## config.mk

```make
export PLATFORM = sky130hd
export DESIGN_NAME = eq_cmp_arbiter
export DESIGN_NICKNAME = d
export VERILOG_FILES = /design/src/rtl/eq_cmp_arbiter.sv
export SDC_FILE = /design/constraint.sdc
export NUM_CORES = 1
export LEC_CHECK = 0
export CAP_MARGIN = 40
export CORE_MARGIN = 4
export CORE_UTILIZATION = 39
export CTS_CLUSTER_SIZE = 12
export DETAILED_ROUTE_END_ITERATION = 7
export GPL_TIMING_DRIVEN = 1
export PLACE_DENSITY = 0.72
export SLEW_MARGIN = 20
export SYNTH_ARGS = -nofsm -noshare
export SYNTH_HDL_FRONTEND = slang
export SYNTH_SLANG_ARGS = --single-unit
export TNS_END_PERCENT = 30
```

## constraint.sdc

```tcl
create_clock -name clk -period 1.4 [get_ports clk]
set_clock_uncertainty 0.1 [all_clocks]
set_input_delay 0.21 -clock clk [delete_from_list [all_inputs] [get_ports clk]]
set_output_delay 0.21 -clock clk [all_outputs]
set_load 0.005 [all_outputs]
```

## src/rtl/eq_cmp_arbiter.sv

```systemverilog
// Round-robin arbiter in front of a shared 2-bit slice equality comparator.
// Each grant latches the winner's operands; slices are then compared LSB-first and the compare stops at the first mismatch.
module eq_cmp_arbiter #(
    parameter int W = 8
) (
    input  logic         clk,
    input  logic         reset,
    input  logic         req0,
    input  logic         req1,
    input  logic [W-1:0] a0,
    input  logic [W-1:0] b0,
    input  logic [W-1:0] a1,
    input  logic [W-1:0] b1,
    output logic         gnt0,
    output logic         gnt1,
    output logic         done0,
    output logic         done1,
    output logic         eq,
    output logic         busy
);
    localparam int S  = W / 2;
    localparam int IW = (S > 1) ? $clog2(S) : 1;
    localparam logic [IW-1:0] LAST_IDX = IW'(S - 1);

    typedef enum logic [1:0] {IDLE, CMP, DONE} state_t;

    state_t        r_state;
    state_t        w_next;
    logic          r_owner;
    logic          r_last;
    logic          r_eq;
    logic [IW-1:0] r_idx;
    logic [W-1:0]  r_a;
    logic [W-1:0]  r_b;

    logic          w_any;
    logic          w_pick;
    logic          w_slice_eq;
    logic [W-1:0]  w_diff;

    assign w_any      = req0 | req1;
    // On a tie the requester that was not served last wins.
    assign w_pick     = (req0 & req1) ? ~r_last : req1;
    assign w_diff     = r_a ^ r_b;
    assign w_slice_eq = (w_diff[{r_idx, 1'b0} +: 2] == 2'b00);

    // NOTE: next state gets a default before the case so no latch is inferred.
    always_comb begin
        w_next = r_state;
        case (r_state)
            IDLE:    if (w_any) w_next = CMP;
            CMP:     if (!w_slice_eq || (r_idx == LAST_IDX)) w_next = DONE;
            DONE:    w_next = IDLE;
            default: w_next = IDLE;
        endcase
    end

    always_ff @(posedge clk or posedge reset) begin
        if (reset) begin
            r_state <= IDLE;
            r_owner <= 1'b0;
            r_last  <= 1'b1;
            r_eq    <= 1'b0;
            r_idx   <= '0;
        end else begin
            r_state <= w_next;
            case (r_state)
                IDLE: begin
                    if (w_any) begin
                        r_owner <= w_pick;
                        r_idx   <= '0;
                    end
                end
                CMP: begin
                    if (!w_slice_eq) begin
                        r_eq <= 1'b0;
                    end else if (r_idx == LAST_IDX) begin
                        r_eq <= 1'b1;
                    end else begin
                        r_idx <= r_idx + 1'b1;
                    end
                end
                DONE:    r_last <= r_owner;
                default: ;
            endcase
        end
    end

    // NOTE: operand registers carry no reset; they are always loaded before use.
    always_ff @(posedge clk) begin
        if ((r_state == IDLE) && w_any) begin
            r_a <= w_pick ? a1 : a0;
            r_b <= w_pick ? b1 : b0;
        end
    end

    // The CMP cycle at slice 0 occurs exactly once per grant, so it doubles as the grant pulse.
    assign gnt0  = (r_state == CMP) && (r_idx == '0) && !r_owner;
    assign gnt1  = (r_state == CMP) && (r_idx == '0) &&  r_owner;
    assign done0 = (r_state == DONE) && !r_owner;
    assign done1 = (r_state == DONE) &&  r_owner;
    assign eq    = r_eq;
    assign busy  = (r_state != IDLE);

endmodule

```

==> results.yml, run 1 <==
floorplan:
  rows: 19
  ios: 42
  die_h_um: 62.3
  die_w_um: 62.3
  die_area_sq_um: 3890
  core_sq_um: 2780
  initial_utilization_pct: 41.4
logic_synthesis:
  muxShareOfSynthArea_pct: 17.4
  async_reset_ff_share_pct: 30.4
  syn-cell-area_sq_um: 1150
  yosysSeqAreaShare_pct: 57.1
  ys_ff_latch: 23
  synth_edf_count: 16
  ys_types: 25
  synth_top_family_by_area: "multiplexers"
  yosys.area_share.adder_pct: 2.17
  synth_xor_area_share_pct: 6.09
  synth-simple-area-share_pct: 7.93
  synth_fp_nets: 124
  synth-compound-area-share_pct: 6.09
  yosys_most_used_dff: "edfxtp_1"
  ys.warnings.count: 0
  avgSynthCellArea_sq_um: 13.4
  syn_inst: 86
setup_path:
  crit_buf_inv: 3
  cp-end-kind: "register"
  crit_chain: "inv_2 > buf_6 > nand4_1 > o31ai_4 > o311ai_2 > buf_4 > mux2i_1"
  startpoint_type: "register"
  reg2reg_slack_ns: -0.19
  critical_path.max_stage_delay_ns: 0.40
  crit_fanout: 3
  critPathRequiredTime_ns: 1.54
  worstSetupPathType: "reg -> reg"
  r2r-end: "r_idx[0]"
  slowest_stage: "dfrtp_1"
  worstPathArrival_ns: 1.73
  ff2ff_path_depth: 7
  regToRegStartpoint: "r_idx[1]"
  cp_top_family: "flip-flops"
timing:
  fin_crit_ns: 1.59
  hold_slack_ns: 0.0314
  setup_ws_ns: -0.191
  hold_viol: 0
  tns_ns: -1.70
  tightest_slew_ns: 0.297
  setup_viol: 42
  rsz0062_at_grt: "yes"
  relSlewSlack_pct: 80.2
  drv_slew: 0
  fmax_mhz: 629
  post-route-period-util_pct: 114
global_routing:
  gr-total-overflow: 0
  grt_pass1_wl_um: 4310
  grt_pass1_vias: 994
  grtUsageTotal_pct: 13.8
  antenna_found_initial: 0
  grt_max_degree: 18
outcome:
  violations: "negative setup slack"
  status: "complete, but fails checks"
finish:
  fin_nets: 187
  final_cells: 179
  num_antenna_cells: 0
  syn2layout_area_growth_pct: 61.8
  drive_gt1_share_pct: 40.5
clock_network:
  numCtsBuffers: 3
  tritoncts: "done"
  clk_latency_ns: 0.30
  clockBufferDepth: 2
  cts_hold_repair.buffers: 0
  root_buffer: "clkbuf_4"
  clk_pin_slew_worst_paths_ns: 0.13
  htree_levels: 1
  clkSinkCount: 23
route:
  drt_iter0_markers: 16
  dr.pass1.iters: 4
  via_per_inst: 4.93
  wl_met2_um: 1440
  routed-via-count: 882
  routed.top_layer: "met4"
  drcViolationCount: 0
  route.layer.met1.wl_um: 906
  routed_wl_um: 2500
  post_drt_wl_per_cell_um: 13.9
  wl_met3_um: 132
  ant_nets: 0
power:
  total_power_mw: 2.92
  p_per_area_nw_per_um2: 1570
  irDropWorstVdd_v: 0.00118
  leakagePower_nw: 0.753
placement:
  dp_cells: 165
  dp_hpwl_um: 1780
  finalWeightedCongestion: 0.748
  numPortBuffers: 41
job:
  cap_violations: 0
worst_hold_path:
  min_path_type: "in -> async"
area by class of cell:
| cell class | instances | area, sq um |
|---|---|---|
| fillers | 218 | 918 |
| flip-flops and latches | 23 | 657 |
| repair buffers | 59 | 567 |
| multi-input cells | 54 | 544 |
| well taps | 31 | 38.8 |
| inverters | 8 | 30.0 |
| clock buffers | 4 | 26.3 |
registers in the layout, summed over array words and instances (netlist names):
| register | count |
|---|---|
| eq | 1 |
| r_a | 8 |
| r_b | 8 |
| r_idx | 2 |
| r_last | 1 |
| r_owner | 1 |
| r_state | 2 |
per-layer routing:
layer  GRT usage [%]  up-vias
met5               0        -
met4            3.98        0
met3            3.42        4
met2            26.8       30
met1            14.2      419
li1                -      429
worst max-delay path by stage:
stage	depth (start not counted)	endpoint	from	slack, ns
5_1_grt	7	r_idx[0]	r_idx[1]	-0.29
3_3_place_gp	4	r_b[7]	req1	-0.33
6_report	7	r_idx[0]	r_idx[1]	-0.19
2_1_floorplan	3	r_a[0]	r_last	-0.06
4_1_cts	4	gnt1	r_state[1]	-0.14
3_5_place_dp	4	r_a[0]	req1	-0.38
stage by stage:
| stage | utilization, % | worst slack, ns | instance area, sq um |
|---|---|---|---|
| after floorplan | - | -0.0622 | 1160 |
| after global placement | 60.1 | -0.329 | 1670 |
| after detailed placement | 60.1 | -0.377 | 1670 |
| after CTS | 65.7 | -0.138 | 1830 |
| after global routing | 67.0 | -0.293 | 1860 |
| final | 67.0 | -0.191 | 1860 |
synth_stat cells, types with 2 or more instances:
cell type   n  area share (%)
a21oi_1     2            0.87
o21ai_0     2            0.87
nor2_1      5             1.6
nand2_1     6             2.0
inv_1       7             2.3
mux2i_1     2             1.7
xnor2_1     4             3.0
edfxtp_1   16              42
ha_1        2             2.2
dfrtp_1     6              13
mux2_2     16              16
nor4_2      2             2.2
xor2_1      4             3.0
cells by family after synthesis:
logic type | after synthesis
compound gates | 9
fa+ha+maj | 2
flops | 23
buf+inv | 9
mux | 18
xor+xnor | 8
simple gates | 17
power by group:
group | leakage, nW | switching, mW | internal [mW]
combinational | 0.497 | 0.673 | 0.803
clock | 0.0150 | 0.198 | 0.111
sequential | 0.241 | 0.119 | 1.02
total | 0.753 | 0.990 | 1.93
layout by cell type, fill, tap and decap left out, types with 4 or more instances in the layout:
cell,instances
buf_4,13
mux2_2,16
dfrtp_1,6
nand2_1,5
edfxtp_1,16
xnor2_1,4
clkdlybuf4s50_1,34
inv_1,5
what timing repair did:
action                                  in CTS  in global routing
endpoints found under the setup margin      43                 43
gates resized for setup                     34                  6
pin swaps                                    9                  4
setup buffers                                7                  3
gates cloned                                 0                  0
Note: power is estimated with default switching activity, not from simulation.
==> run 2: changes to the inputs <==
Settings changed: RECOVER_POWER set to 100.
==> results.yml, run 2 (same netlist as run 1, synthesis figures left out) <==
setup_path:
  crit_fanout: 3
  reg2reg_slack_ns: -0.19
  startpoint_type: "register"
  worstSetupPathType: "reg -> reg"
  cp-end-kind: "register"
  ff2ff_path_depth: 7
  worstPathArrival_ns: 1.73
  regToRegStartpoint: "r_idx[1]"
  r2r-end: "r_idx[0]"
  critPathRequiredTime_ns: 1.54
global_routing:
  grt_pass1_wl_um: 4310
  grtUsageTotal_pct: 13.8
  grt_pass1_vias: 994
  antenna_found_initial: 0
  gr-total-overflow: 0
  grt_max_degree: 18
timing:
  post-route-period-util_pct: 114
  fin_crit_ns: 1.59
  setup_viol: 42
  hold_viol: 0
  tns_ns: -2.06
  rsz0062_at_grt: "yes"
  relSlewSlack_pct: 80.2
  drv_slew: 0
  setup_ws_ns: -0.191
  fmax_mhz: 628
  tightest_slew_ns: 0.297
route:
  ant_nets: 0
  routed-via-count: 883
  via_per_inst: 4.93
  drt_iter0_markers: 16
  drcViolationCount: 0
  routed_wl_um: 2500
  post_drt_wl_per_cell_um: 13.9
  dr.pass1.iters: 4
clock_network:
  clk_latency_ns: 0.30
  clk_pin_slew_worst_paths_ns: 0.13
  root_buffer: "clkbuf_4"
  numCtsBuffers: 3
  clockBufferDepth: 2
  htree_levels: 1
  tritoncts: "done"
  clkSinkCount: 23
floorplan:
  rows: 19
  die_h_um: 62.3
  initial_utilization_pct: 41.4
  die_area_sq_um: 3890
  die_w_um: 62.3
  ios: 42
  core_sq_um: 2780
placement:
  dp_hpwl_um: 1780
  dp_cells: 165
  finalWeightedCongestion: 0.748
  numPortBuffers: 41
finish:
  final_common_cell: "clkdlybuf4s50_1"
  final_cell_mix: "33 x clkdlybuf4s50_1, 16 x mux2_2, 16 x edfxtp_1"
  num_antenna_cells: 0
  final_cells: 179
  multi_input_area_sq_um: 544
  drive_gt1_share_pct: 40.5
  fin_nets: 187
  syn2layout_area_growth_pct: 61.8
  seq_area_sq_um: 657
  top_regs: "r_a x8, r_b x8"
  fill_cells: 218
outcome:
  violations: "negative setup slack"
  status: "complete, but fails checks"
power:
  p_per_area_nw_per_um2: 1570
  leakagePower_nw: 0.753
  irDropWorstVdd_v: 0.00118
job:
  cap_violations: 0
worst_hold_path:
  min_path_type: "in -> async"
[run 2: changes by cell type in the layout (fill, tap and decap cells not counted)]
cell / change
dlygate4sd3_1: +1
clkbuf_4: +1
buf_4: -1
clkdlybuf4s50_1: -1
[run 2: critical path: stages, from the launching register on]
cell and delay, ns:
dfrtp_1 0.40, inv_2 0.07, buf_6 0.13, nand4_1 0.14, o31ai_4 0.10, o311ai_2 0.22, buf_4 0.18, mux2i_1 0.18
[run 2: what timing repair did]
item / in CTS / in global routing
setup endpoints to repair: 43 / 43
pin swaps: 9 / 4
hold endpoints to repair: 0 / 0
setup buffers: 7 / 3
gates resized for setup: 34 / 6
hold buffers: 0 / 0
[run 2: cell type report]
| type | instances | area share [%] |
|---|---|---|
| Clock buffer | 4 | 1.41 |
| Inverter | 8 | 1.61 |
| Multi-Input combinational cell | 54 | 29.2 |
| Sequential cell | 23 | 35.3 |
| Tap cell | 31 | 2.08 |
| Timing Repair Buffer | 59 | 30.4 |
[run 2: worst max-delay path by stage]
stage | startpoint | endpoint | cells after the start
after floorplan | r_last | r_a[0] | 3
after global placement | req1 | r_b[7] | 4
after detailed placement | req1 | r_a[0] | 4
after CTS | r_state[1] | gnt1 | 4
after global routing | r_idx[1] | r_idx[0] | 7
final | r_idx[1] | r_idx[0] | 7
[run 2: layer usage]
metal | vias to the layer above | global-route usage [%] | share of wire (%)
met1 | 420 | 14.2 | 36
met2 | 30 | 26.8 | 58
li1 | 429 | - | -
met4 | 0 | 3.98 | 0.84
met5 | - | 0 | 0
met3 | 4 | 3.42 | 5.3
[run 2: report_power, final]
part	total (mW)	internal (mW)	switching (mW)
registers	1.14	1.02	0.119
clock network	0.309	0.111	0.198
logic	1.47	0.801	0.672
total	2.92	1.93	0.989
[run 2: per-stage QoR]
step | total power [mW] | worst slack [ns] | util (%) | cell area [sq um] | hold WS (ns)
final | 2.92 | -0.191 | 67.0 | 1860 | 0.167
after detailed placement | 2.20 | -0.377 | 60.1 | 1670 | 0.372
after global routing | 3.11 | -0.293 | 67.0 | 1860 | 0.170
after CTS | 2.80 | -0.138 | 65.7 | 1830 | 0.0340
after floorplan | 1.73 | -0.0622 | - | 1160 | -0.0873
after global placement | 2.16 | -0.329 | 60.1 | 1670 | 0.361
==> run 3: changes to the inputs <==
Settings changed: CAP_MARGIN 40 to 20, CTS_CLUSTER_DIAMETER set to 120.
==> results of run 3 <==
Final layout, timing and power as in run 2 (identical DEF).
